File: config.mk
export PLATFORM = sky130hd
export DESIGN_NAME = led_frame_sequencer
export DESIGN_NICKNAME = d
export VERILOG_FILES = /design/src/rtl/led_pkg.sv /design/src/rtl/pixel_addr_map.sv /design/src/rtl/led_frame_sequencer.sv
export SDC_FILE = /design/constraint.sdc
export NUM_CORES = 1
export LEC_CHECK = 0
export ABC_AREA = 1
export CAP_MARGIN = 20
export CORE_ASPECT_RATIO = 1.75
export CORE_MARGIN = 2
export CORE_UTILIZATION = 52
export CTS_CLUSTER_SIZE = 28
export DETAILED_ROUTE_END_ITERATION = 8
export HOLD_SLACK_MARGIN = 0.15
export PLACE_DENSITY = 0.81
export RECOVER_POWER = 50
export SYNTH_ARGS = -nofsm -noshare
export SYNTH_HDL_FRONTEND = slang
export SYNTH_HIERARCHICAL = 1
export SYNTH_SLANG_ARGS = --single-unit
File: constraint.sdc
create_clock -name clk -period 3.9 [get_ports clk]
set_input_delay 0.78 -clock clk [delete_from_list [all_inputs] [get_ports clk]]
set_output_delay 0.78 -clock clk [all_outputs]
set_load 0.01 [all_outputs]
File: src/rtl/led_pkg.sv
// Shared constants, colours and FSM state type for the LED frame sequencer.
// Optional build macro used by this block: LED_SERPENTINE_EN (see pixel_addr_map).
package led_pkg;

  localparam int unsigned COLS       = 12;
  localparam int unsigned ROWS       = 16;
  localparam int unsigned NUM_PIXELS = COLS * ROWS;

  localparam logic [23:0] ON_COLOR  = 24'h00FF00;
  localparam logic [23:0] OFF_COLOR = 24'h000000;

  // WS2812 latch needs >50 us of idle line; 10 us margin on top of the minimum.
  localparam int unsigned CLK_FREQ_MHZ    = 100;
  localparam int unsigned RESET_MIN_US    = 50;
  localparam int unsigned RESET_MARGIN_US = 10;
  localparam int unsigned GAP_CYCLES      = CLK_FREQ_MHZ * (RESET_MIN_US + RESET_MARGIN_US);

  typedef enum logic [2:0] {
    StIdle,
    StLoad,
    StSend,
    StDrain,
    StGap,
    StDone
  } seq_state_t;

endpackage

File: src/rtl/pixel_addr_map.sv
// Maps the strip position (row, col) to a snapshot bit index.
// With LED_SERPENTINE_EN defined, odd rows are walked right-to-left.
module pixel_addr_map
  import led_pkg::*;
#(
  parameter int unsigned Cols = COLS,
  parameter int unsigned Rows = ROWS,
  parameter int unsigned RowW = 4,
  parameter int unsigned ColW = 4,
  parameter int unsigned IdxW = 8
) (
  input  logic [RowW-1:0] row_i,
  input  logic [ColW-1:0] col_i,
  output logic [IdxW-1:0] idx_o
);

  logic [ColW-1:0] col_eff;

  always_comb begin
    col_eff = col_i;
`ifdef LED_SERPENTINE_EN
    if (row_i[0]) col_eff = ColW'(Cols - 1) - col_i;
`endif
  end

  assign idx_o = IdxW'(32'(row_i) * Cols + 32'(col_eff));

endmodule

File: src/rtl/led_frame_sequencer.sv
// Snapshots the pixel state on a frame request and streams one GRB word per LED to the
// WS2812 serializer, then holds the latch gap. Build option: LED_SERPENTINE_EN.
module led_frame_sequencer
  import led_pkg::*;
#(
  parameter int unsigned Cols      = COLS,
  parameter int unsigned Rows      = ROWS,
  parameter logic [23:0] OnColor   = ON_COLOR,
  parameter logic [23:0] OffColor  = OFF_COLOR,
  parameter int unsigned GapCycles = GAP_CYCLES
) (
  input  logic                   clk,
  input  logic                   rst_n,
  input  logic                   frame_req_i,
  input  logic [Rows*Cols-1:0]   state_in_i,
  output logic [23:0]            px_data_o,
  output logic                   px_valid_o,
  input  logic                   px_ready_i,
  input  logic                   tx_idle_i,
  output logic                   busy_o,
  output logic                   frame_done_o
);

  localparam int unsigned NumPix = Rows * Cols;
  localparam int unsigned RowW   = (Rows > 1) ? $clog2(Rows) : 1;
  localparam int unsigned ColW   = (Cols > 1) ? $clog2(Cols) : 1;
  localparam int unsigned IdxW   = (NumPix > 1) ? $clog2(NumPix) : 1;
  localparam int unsigned GapW   = $clog2(GapCycles + 1);

  seq_state_t        state_q, state_d;
  logic [NumPix-1:0] snap_q, snap_d;
  logic [RowW-1:0]   row_q, row_d;
  logic [ColW-1:0]   col_q, col_d;
  logic [GapW-1:0]   gap_q, gap_d;
  logic              pending_q, pending_d;

  logic [IdxW-1:0]   bit_idx;
  logic              accept;
  logic              last_col;
  logic              last_px;

  pixel_addr_map #(
    .Cols (Cols),
    .Rows (Rows),
    .RowW (RowW),
    .ColW (ColW),
    .IdxW (IdxW)
  ) u_addr_map (
    .row_i (row_q),
    .col_i (col_q),
    .idx_o (bit_idx)
  );

  assign px_valid_o   = (state_q == StSend);
  assign accept       = px_valid_o && px_ready_i;
  assign last_col     = (col_q == ColW'(Cols - 1));
  assign last_px      = last_col && (row_q == RowW'(Rows - 1));
  assign px_data_o    = px_valid_o ? (snap_q[bit_idx] ? OnColor : OffColor) : 24'h000000;
  assign frame_done_o = (state_q == StDone);
  // An IDLE cycle that is about to serve a pending request counts as busy, so busy only
  // dips for the DONE cycle between back-to-back frames.
  assign busy_o       = !((state_q == StDone) || ((state_q == StIdle) && !pending_q));

  always_comb begin
    state_d   = state_q;
    snap_d    = snap_q;
    row_d     = row_q;
    col_d     = col_q;
    gap_d     = gap_q;
    pending_d = pending_q;

    if (frame_req_i && (state_q != StIdle)) pending_d = 1'b1;

    unique case (state_q)
      StIdle: begin
        if (frame_req_i || pending_q) begin
          state_d   = StLoad;
          pending_d = 1'b0;
        end
      end
      StLoad: begin
        snap_d  = state_in_i;
        row_d   = '0;
        col_d   = '0;
        state_d = StSend;
      end
      StSend: begin
        if (accept) begin
          if (last_px) begin
            state_d = StDrain;
          end else if (last_col) begin
            col_d = '0;
            row_d = row_q + 1'b1;
          end else begin
            col_d = col_q + 1'b1;
          end
        end
      end
      StDrain: begin
        if (tx_idle_i) begin
          state_d = StGap;
          gap_d   = '0;
        end
      end
      StGap: begin
        if (gap_q == GapW'(GapCycles - 1)) state_d = StDone;
        else                               gap_d   = gap_q + 1'b1;
      end
      StDone: begin
        state_d = StIdle;
      end
      default: begin
        state_d = StIdle;
      end
    endcase
  end

  always_ff @(posedge clk or negedge rst_n) begin
    if (!rst_n) begin
      state_q   <= StIdle;
      snap_q    <= '0;
      row_q     <= '0;
      col_q     <= '0;
      gap_q     <= '0;
      pending_q <= 1'b0;
    end else begin
      state_q   <= state_d;
      snap_q    <= snap_d;
      row_q     <= row_d;
      col_q     <= col_d;
      gap_q     <= gap_d;
      pending_q <= pending_d;
    end
  end

endmodule

==> summary.md, run 1 <==
| Metric | Value |
|---|---|
| Count leader, synth | nand2_1 |
| Worst-path clk slew | 0.07 ns |
| Post-synthesis async set-or-reset flop share | 100% |
| DR vias | 10322 |
| Net Sw Frac | 41.4% |
| EDFF count, synth | 0 |
| Internal power | 6.15 mW |
| Ys flop type | dfrtp_1 |
| Die footprint | 22300 sq um |
| Outcome | complete, but fails checks |
| Pin count of the biggest net entering global routing | 193 |
| TNS Setup | 0 ns |
| Worst-Margin Slew | 2.35 ns |
| Sequential share of power | 37.2% |
| Crit-path cells | ha_1 -> fa_2 -> xor2_4 -> buf_4 -> nand3_1 -> nand2_1 -> nand2_1 -> nand3b_1 -> nand3_1 -> a21oi_1 -> buf_4 -> dlygate4sd2_1 |
| Yosys warns | 6 |
| Post-synth cell types | 39 |
| Final worst path period share | 97.4% |
| Top cells by count, synth | nand2_1, dfrtp_1, nand3_1 |
| Shortest period the worst path allows | 3.80 ns |
| Cells after DPL | 1886 |
| Core area | 20800 sq um |
| Crit end category | output pin |
| PD cells | 759 nW/um^2 |
| CTS tree | yes |
| Crit start category | flop |
| GR Util All Layers | 27.5% |
| Path depth of the worst reg2reg path | 6 |
| Worst r2r src | state_q[1]$_DFFE_PN0P_ |
| Initial antenna violation count | 0 |
| Final setup skew | 0.0121 ns |
| DP Wirelength | 20900 um |
| Crit path max fanout | 8 |
| CTS sink cnt | 217 |
| Initial Util | 52.8% |
| Cells after Synth | 1497 |
| Post-route DRC | 0 |
| Total global routing overflow | 0 |
| Synth top area cells | dfrtp_1, nand2_1, nand3_1, clkbuf_1, buf_4 |
| Drt pass-1 iters | 6 |
| DR iter-0 viols | 979 |
| Filler cell count | 1737 |
| DR vias/cell | 5.36 |
| Gate power share | 43.2% |
| VDD IR max | 0.967 mV |
| RePlAce Congestion | 0.847 |
| Area leader, netlist | dfrtp_1 |
| Post-Route WL | 30800 um |
| Violated checks | max-capacitance violations, max-slew violations |
| Detail Route Antenna Nets | 0 |
| Global-route wire length before repair | 49100 um |
| Final hold vios | 0 |
| CTS root buffer | clkbuf_16 |
| Per-cell routed wire length | 16.0 um |
| Fmax | 0.263 GHz |
| Unrepaired setup endpoints after global routing | true |
| Synth Area per Inst | 7.31 sq um |
| Clk_lat worst skew | 0.50 ns |
| Worst Hold Class | in -> async |
| Max capacitance violation total | 2 |
| Row count | 70 |
| Worst path required time | 3.12 ns |
| Layout area overhead | 26.3% |
| Vias in the first global route | 10052 |
| H-tree Lvls | 1 |
| Final Max Slew Viols | 247 |
| CP max stage cell | fa_2 |
| Die H | 196 um |
| P_sw | 4.35 mW |
| Max stage delay on crit path | 0.61 ns |
| Die W | 114 um |
| CTS buffer count | 21 |
| Layout cells sized above 1 | 4.84% |
| Non-filler cells in the finished layout | 1925 |
| Top Ports | 224 |
| CTS Hold Buffers Added | 0 |
| Post-synthesis sequential area ratio | 49.6% |
| CTS max path bufs | 3 |
| Reg-to-Reg End | snap_q[129]$_DFFE_PN0N_ |
| Synth Cell Area | 11000 sq um |
| Clock Power Share | 19.6% |
| Crit path kind | reg -> out |
| Layout Nets | 1867 |
| WP data arrival | 3.02 ns |
| Ant. Diodes | 0 |
| Reg-to-reg slack, setup | 0.76 ns |
| Leak pwr | 6.96 nW |
| Rel. slew slack | -56.5% |
| Port bufs | 207 |
| Fraction of post-synthesis cell area in the top cell type by area | 49.6% |
| Final setup viols | 0 |
| Seq cells post-synth | 217 |
[critical path: cells and delay by family, from the launching register on]
| family | cells | cell delay, ns |
|---|---|---|
| buffers and inverters | 3 | 0.61 |
| DFF | 1 | 0.40 |
| AOI/OAI and AO/OA | 1 | 0.13 |
| xor gates and xnor gates | 1 | 0.19 |
| and+or+nand+nor | 5 | 0.36 |
| adders and majority gates | 2 | 0.85 |
[cell usage in the layout (no fill, tap or decap), types with 2 or more instances in the layout]
cell / instances
clkdlybuf4s50_1: 198
dlygate4sd2_1: 5
nand2_1: 838
a21oi_1: 17
inv_2: 6
nor2_4: 2
fa_2: 2
clkdlybuf4s15_1: 3
nor3_1: 8
buf_4: 13
buf_12: 4
dfrtp_1: 215
clkbuf_1: 5
nand3_1: 176
clkbuf_8: 5
bufinv_16: 2
clkbuf_16: 21
inv_4: 3
o22ai_1: 2
o211ai_1: 2
nand4_1: 2
clkinv_2: 5
nand2_2: 2
o21ai_0: 14
o31ai_1: 8
nor2_1: 25
conb_1: 16
inv_1: 32
ha_1: 9
xor2_1: 6
a21oi_4: 2
nor4_1: 2
[layer usage]
metal	global-route usage [%]	vias to the layer above	share of wire, %	wire length (um)
met5	0	-	0	0
met4	14.3	0	5.6	1720
met3	2.75	98	5.4	1660
met2	47.8	404	52	16000
met1	33.6	4862	37	11400
li1	-	4958	-	-
[sequential cells by signal (all words and copies together), names as in the netlist]
register	flops
snap_q	192
pending_q	1
col_q	4
row_q	4
gap_q	13
state_q	3
[how the worst max path moves through the flow]
stage	start	endpoint	slack (ns)	cells after the start
after global placement	row_q[0]$_DFFE_PN0P_	px_data_o[10]	0.18	12
after CTS	row_q[0]$_DFFE_PN0P_	px_data_o[15]	0.13	12
after floorplan	row_q[1]$_DFFE_PN0P_	px_data_o[10]	0.47	11
after detailed placement	row_q[0]$_DFFE_PN0P_	px_data_o[15]	0.13	12
final	row_q[0]$_DFFE_PN0P_	px_data_o[9]	0.1	12
after global routing	row_q[0]$_DFFE_PN0P_	px_data_o[9]	-0.03	12
[final cells by class]
| cell class | count | area, sq um | share of cell area (%) |
|---|---|---|---|
| Tap cell | 252 | 315 | 2.28 |
| Inverter | 44 | 179 | 1.29 |
| Clock inverter | 6 | 80.1 | 0.579 |
| Clock buffer | 31 | 613 | 4.43 |
| Multi-Input combinational cell | 1147 | 4930 | 35.6 |
| Sequential cell | 217 | 5440 | 39.3 |
| Timing Repair Buffer | 228 | 2280 | 16.5 |
[per-stage QoR]
step | hold WS, ns | power, mW | area [sq um] | setup WS [ns] | utilization, %
2_1_floorplan | 0.437 | 6.94 | 11000 | 0.467 | -
4_1_cts | 0.416 | 10.5 | 13900 | 0.125 | 66.7
5_1_grt | 0.440 | 11.3 | 13800 | -0.0349 | 66.6
3_5_place_dp | 0.455 | 8.38 | 13100 | 0.129 | 63.3
3_3_place_gp | 0.451 | 8.21 | 13100 | 0.181 | 63.3
6_report | 0.345 | 10.5 | 13800 | 0.0997 | 66.6
[power by group through the flow]
| stage | sequential (mW) | combinational, mW | clock (mW) |
|---|---|---|---|
| finish | 3.91 | 4.54 | 2.06 |
| global placement | 3.88 | 4.33 | 0 |
| global route | 4.02 | 5.14 | 2.17 |
| CTS | 3.89 | 4.51 | 2.09 |
| floorplan | 3.76 | 3.19 | 0 |
| detailed placement | 3.92 | 4.46 | 0 |
[timing repair]
action	CTS	global route
pin swaps	1	1
buffers inserted	2	0
endpoints found under the setup margin	8	8
resized for setup	12	8
[kinds of logic (layout without fill, tap and decap cells)]
group                      after synthesis  count (layout)  synth area share [%]
xor gates and xnor gates                 9               9                 0.720
adders and majority gates               11              11                  1.39
buffers and inverters                  148             309                  6.24
DFF                                    217             217                  49.6
AOI/OAI and AO/OA                       50              50                  2.86
other                                    1              16                0.0342
and+or+nand+nor                       1061            1061                  39.2
Note: power is estimated with default switching activity, not from simulation.
==> inputs of run 2 (changes only) <==
CTS_CLUSTER_SIZE = not set   (was 28)
SKIP_CTS_REPAIR_TIMING = 1   (was not set)
==> summary.md, run 2 (synthesized netlist as in run 1, its figures left out) <==
| Metric | Value |
|---|---|
| Outcome | complete, but fails checks |
| Violated checks | max-capacitance violations, max-slew violations |
| CP Capture Point | px_data_o[15] |
| Worst r2r src | state_q[1]$_DFFE_PN0P_ |
| Layout Nets | 1870 (+0.16%) |
| CTS max path bufs | 3 (unchanged) |
| Ant. Diodes | 0 (unchanged) |
| Final Max Slew Viols | 247 (unchanged) |
| Reg-to-Reg End | snap_q[129]$_DFFE_PN0N_ |
| Post-route DRC | 0 (unchanged) |
| Largest regs | snap_q (192), gap_q (13) |
| Final worst path period share | 98.3% (+0.81 points) |
| PD cells | 761 nW/um^2 (+0.24%) |
| Leak pwr | 7.01 nW (+0.73%) |
| CTS tree | yes |
| Core area | 20800 sq um (unchanged) |
| Fmax | 0.261 GHz (-0.83%) |
| Most common cell after layout, fill and taps aside | nand2_1 |
| DR vias | 10404 (+0.79%) |
| Total power | 10.5 mW (+0.34%) |
| CTS sink cnt | 217 (unchanged) |
| Vias in the first global route | 10036 (-0.16%) |
| Path depth of the worst reg2reg path | 6 (unchanged) |
| Worst Hold Class | in -> async |
| Total global routing overflow | 0 (unchanged) |
| GR Util All Layers | 27.5% (about the same) |
| Max stage delay on crit path | 0.62 ns (about the same) |
| Post-Route WL | 30900 um (+0.22%) |
| CTS root buffer | clkbuf_16 |
| Die H | 196 um (unchanged) |
| Row count | 70 (unchanged) |
| Final hold vios | 0 (unchanged) |
| DR iter-0 viols | 1067 (+9.0%) |
| Layout area overhead | 26.5% (about the same) |
| Crit-path cells | ha_4 -> fa_2 -> clkinvlp_4 -> nand3_1 -> nand2_1 -> nand2_1 -> nand3_1 -> nand3b_1 -> nand3_1 -> a21oi_2 -> buf_6 -> buf_4 -> clkbuf_2 |
| RePlAce Congestion | 0.847 (unchanged) |
| Die W | 114 um (unchanged) |
| Unrepaired setup endpoints after global routing | true |
| VDD IR max | 0.973 mV (+0.66%) |
| Most frequent cells in the layout | nand2_1, dfrtp_1, clkdlybuf4s50_1 |
| CTS buffer count | 21 (unchanged) |
| CP max stage cell | fa_2 |
| Largest Register | snap_q |
| Crit start category | flop |
| Drt pass-1 iters | 6 (unchanged) |
| Port bufs | 207 (unchanged) |
| Crit path max fanout | 5 (-3) |
| Final setup skew | 0.0127 ns (+0.000536 ns) |
| Layout cells sized above 1 | 5.25% (+0.41 points) |
| Global-route wire length before repair | 49100 um (unchanged) |
| Final setup viols | 0 (unchanged) |
| Crit end category | output pin |
| Worst path required time | 3.12 ns (about the same) |
| DP Wirelength | 20900 um (unchanged) |
| H-tree Lvls | 1 (unchanged) |
| WP data arrival | 3.05 ns (+0.03 ns) |
| Filler cell count | 1739 (+0.12%) |
| Max reg flops | 192 (unchanged) |
| Top Ports | 224 (unchanged) |
| Clk_lat worst skew | 0.50 ns (about the same) |
| Pin count of the biggest net entering global routing | 193 (unchanged) |
| Initial antenna violation count | 0 (unchanged) |
| Per-cell routed wire length | 16.0 um (about the same) |
| CP startpoint | row_q[0]$_DFFE_PN0P_ |
| Worst-Margin Slew | 2.39 ns (+0.0430 ns) |
| Max capacitance violation total | 2 (unchanged) |
| DR vias/cell | 5.40 (+0.64%) |
| Die footprint | 22300 sq um (unchanged) |
| Worst-path clk slew | 0.07 ns (about the same) |
| Initial Util | 52.8% (unchanged) |
| Shortest period the worst path allows | 3.83 ns (+0.0317 ns) |
| Rel. slew slack | -59.3% (-2.9 points) |
| Reg-to-reg slack, setup | 0.74 ns (-0.02 ns) |
| TNS Setup | 0 ns (unchanged) |
| CP most frequent cell | nand3_1 |
| Crit path kind | reg -> out |
| Detail Route Antenna Nets | 0 (unchanged) |
## run 2: cell types whose count changed in the layout (fill, tap and decap cells not counted), moves of 2 or more
cell and change:
dlymetal6s2s_1 +4, clkbuf_2 +4, clkdlybuf4s15_1 -3, dlygate4sd2_1 -5, clkinvlp_4 +2, buf_4 +2
## run 2: how the worst min path moves through the flow
stage	depth (start not counted)	from	slack, ns	endpoint
6_report	1	rst_n	0.34	snap_q[149]$_DFFE_PN0N_
5_1_grt	1	rst_n	0.44	snap_q[145]$_DFFE_PN0N_
4_1_cts	1	rst_n	0.42	state_q[0]$_DFFE_PN0P_
3_5_place_dp	2	snap_q[134]$_DFFE_PN0N_	0.45	snap_q[134]$_DFFE_PN0N_
3_3_place_gp	2	snap_q[134]$_DFFE_PN0N_	0.45	snap_q[134]$_DFFE_PN0N_
2_1_floorplan	2	snap_q[134]$_DFFE_PN0N_	0.44	snap_q[134]$_DFFE_PN0N_
## run 2: power breakdown
group | total [mW] | internal [mW] | switching [mW]
logic | 4.57 | 1.64 | 2.93
clock network | 2.06 | 1.22 | 0.838
registers | 3.91 | 3.31 | 0.600
## run 2: area by class of cell
class | count | area [sq um] | area share, %
flip-flops and latches | 217 | 5440 | 39.3
well taps | 252 | 315 | 2.28
repair inverters | 1 | 7.51 | 0.0542
clock inverters | 6 | 80.1 | 0.578
inverters | 44 | 180 | 1.30
repair buffers | 230 | 2300 | 16.6
multi-input cells | 1147 | 4920 | 35.5
clock buffers | 31 | 613 | 4.43
## run 2: per-stage QoR
step                      instances  setup WS (ns)  utilization, %  hold slack, ns  area, sq um
after floorplan                1512          0.467               -           0.437        11000
after global placement         1886          0.181            63.3           0.451        13100
after detailed placement       1886          0.129            63.3           0.455        13100
after CTS                      1923         -0.402            66.6           0.416        13800
after global routing           1928        -0.0538            66.7           0.439        13800
final                          1928         0.0679            66.7           0.341        13800
## run 2: metal layers
layer  vias up  track usage [%]  wire length (um)
li1       4968                -                 -
met1      4943             33.8             11600
met2       398             47.4             15900
met3        95             2.75              1580
met4         0             14.5              1730
met5         -                0                 0
## run 2: worst max-delay path, delay by kind of cell, from the launching register on
kind,cells,cell delay (ns)
AO/OA/AOI/OAI,1,0.15
adder cells (fa/ha/maj),2,0.88
buffers and inverters,4,0.54
flip-flops,1,0.45
AND/OR/NAND/NOR,6,0.53
==> patch, RTL diff (flow settings as in run 2) <==
The 6 states of `seq_state_t` get a one-hot encoding in 6 bits.
--- a/src/rtl/led_pkg.sv
+++ b/src/rtl/led_pkg.sv
@@ -16,11 +16,11 @@
   localparam int unsigned GAP_CYCLES      = CLK_FREQ_MHZ * (RESET_MIN_US + RESET_MARGIN_US);
 
-  typedef enum logic [2:0] {
-    StIdle,
-    StLoad,
-    StSend,
-    StDrain,
-    StGap,
-    StDone
+  typedef enum logic [5:0] {
+    StIdle  = 6'b000001,
+    StLoad  = 6'b000010,
+    StSend  = 6'b000100,
+    StDrain = 6'b001000,
+    StGap   = 6'b010000,
+    StDone  = 6'b100000
   } seq_state_t;
 
Check against the original RTL: no difference found for any inputs over 10 cycles, from zero or initial values and one cycle with rst_n low; not proved beyond that.
==> patch against run 2 <==
Clock skew rose by 1.4 ps. Global-route usage increased by 0.42 points. Worst setup slack better by 44 ps. Maximum frequency is 1.2% higher. Total power grew 1.8%. Sequential cell count grew 3. Count of clock-buffer cells in the layout is 6 lower. Design area up 0.98%. The run still ends with max-capacitance violations, max-slew violations left. Synthesized area is 0.77% higher. Routed wire length up 1.2%.
==> patch: results (changes against run 2) <==
status=complete, but fails checks; failing checks=max-capacitance violations, max-slew violations; FF-to-FF path depth=9 (+3); worst r2r src=state_q[2]$_DFFE_PN0P_; hpwl dp=21.51 mm (+2.9%); FILL cells=1769 (+1.7%); Setup crit end=px_data_o[9]; clock buffer depth=3 (unchanged); Pre-antenna DRT Iters=5 (-1); routability cong.=0.9097 (+7.4%); Top Metal Used=met4; DRT iter0 DRCs=849 (-20%); synth unique cells=32 (-18%); Worst Tran Pin Value=2651 ps (+261.1 ps); Synth area leaders=dfrtp_1 50%, nand2_1 28%, nand3_1 8.1%, buf_4 1.8%, clkbuf_1 1.7%; launch point of the worst path=row_q[0]$_DFFE_PN0P_; layout cells sized above 1=0.05728 (+0.004773); worst hold start=snap_q[109]$_DFFE_PN0N_; complex-gate fraction of the synthesized area=0.02245 (-0.006113); DR WL/cell=16.19 um (+1.2%); crit path DAT=3010 ps (-40 ps); WHS=471.4 ps (+130.3 ps); largest net degree at the start of global routing=122 (-37%); routed wl met3=1.779 mm (+13%); MaxCap Viol Count=1 (-1); Placed Area=13140 um^2 (about the same); Synth Area in XOR/XNOR=0.007144 (-0.00005469); CP Max Fanout=8 (+3); Total GRT Usage=0.2788 (+0.004209); Worst Hold Path EP=snap_q[109]$_DFFE_PN0N_; top cells by count, synth=834 x nand2_1, 219 x dfrtp_1, 179 x nand3_1; met1 wire length=11.45 mm (-1.3%); Via density=5.365 (-0.58%); vias in the first global route=10170 (+1.4%); initial antenna violation count=0 (unchanged); Worst Hold Class=reg -> reg; Lkg Pwr=7.045 nW (+0.55%); sequential share of the synthesized area=0.4990 (+0.003150); reg-to-reg slack, setup=960 ps (+220 ps); Top Registers=snap_q x192, gap_q x13, state_q x6; clock-pin slew on the worst setup and hold paths=60 ps; Max Clock Skew=14.10 ps (+1.432 ps); IR drop worst, VDD=465.5 uV (-52%); Synth Area in Adders=0.01383 (-0.0001059); met2 WL=16.13 mm (+1.3%); worst hold stages=2; Max Slew Vio Count=107 (-57%); r2r endpoint=row_q[3]$_DFFE_PN0P_; post-synthesis mux area share=0 (unchanged); first-pass GRT wire length=49.78 mm (+1.4%)
patch: cell types whose count changed in the layout (fill, tap and decap cells not counted), moves of 4 or more:
cell            delta
inv_1              +6
nor3_1             +5
buf_4              -7
nand2_1            -5
dlymetal6s2s_1     -4
buf_6              +9
bufinv_16          +4
nand3_2            +5
patch: cell type report:
| type | instances | area (um^2) | share of cell area |
|---|---|---|---|
| Sequential cell | 220 | 5514 | 0.3943 |
| Multi-Input combinational cell | 1149 | 4937 | 0.3531 |
| Timing Repair Buffer | 224 | 2257 | 0.1614 |
| Clock buffer | 25 | 560.5 | 0.04009 |
| Tap cell | 252 | 315.3 | 0.02255 |
| Clock inverter | 12 | 212.7 | 0.01521 |
| Inverter | 45 | 178.9 | 0.01280 |
| Timing Repair inverter | 1 | 7.507 | 0.0005369 |
patch: worst max-delay path, cell delays in order, from the launching register on:
cell and delay, ps:
dfrtp_2 460, ha_4 240, fa_2 620, clkinvlp_4 210
nand3_2 110, nand3_1 90, nand2_1 70, nand2_1 40
nand3b_1 100, nand3_2 70, a21oi_2 190, buf_6 190
buf_6 120
patch: stage by stage:
step,setup TNS [ps],util,cells,setup WS [ps]
2_1_floorplan,0,-,1521,455.6
3_3_place_gp,0,0.6305,1889,169.8
3_5_place_dp,0,0.6305,1889,153.0
4_1_cts,-3030,0.6676,1926,-386.1
5_1_grt,-201.7,0.6708,1928,-11.06
6_report,0,0.6708,1928,111.6
patch: power by group:
part | switching, mW | internal [mW] | total, mW
Sequential | 0.631 | 3.38 | 4.01
Combinational | 2.86 | 1.56 | 4.43
Clock | 0.862 | 1.42 | 2.29
patch: metal layers:
layer | GRT usage | vias to the layer above
li1 | - | 4974
met1 | 0.3252 | 4847
met2 | 0.4925 | 419
met3 | 0.03137 | 104
met4 | 0.1576 | 0
met5 | 0 | -
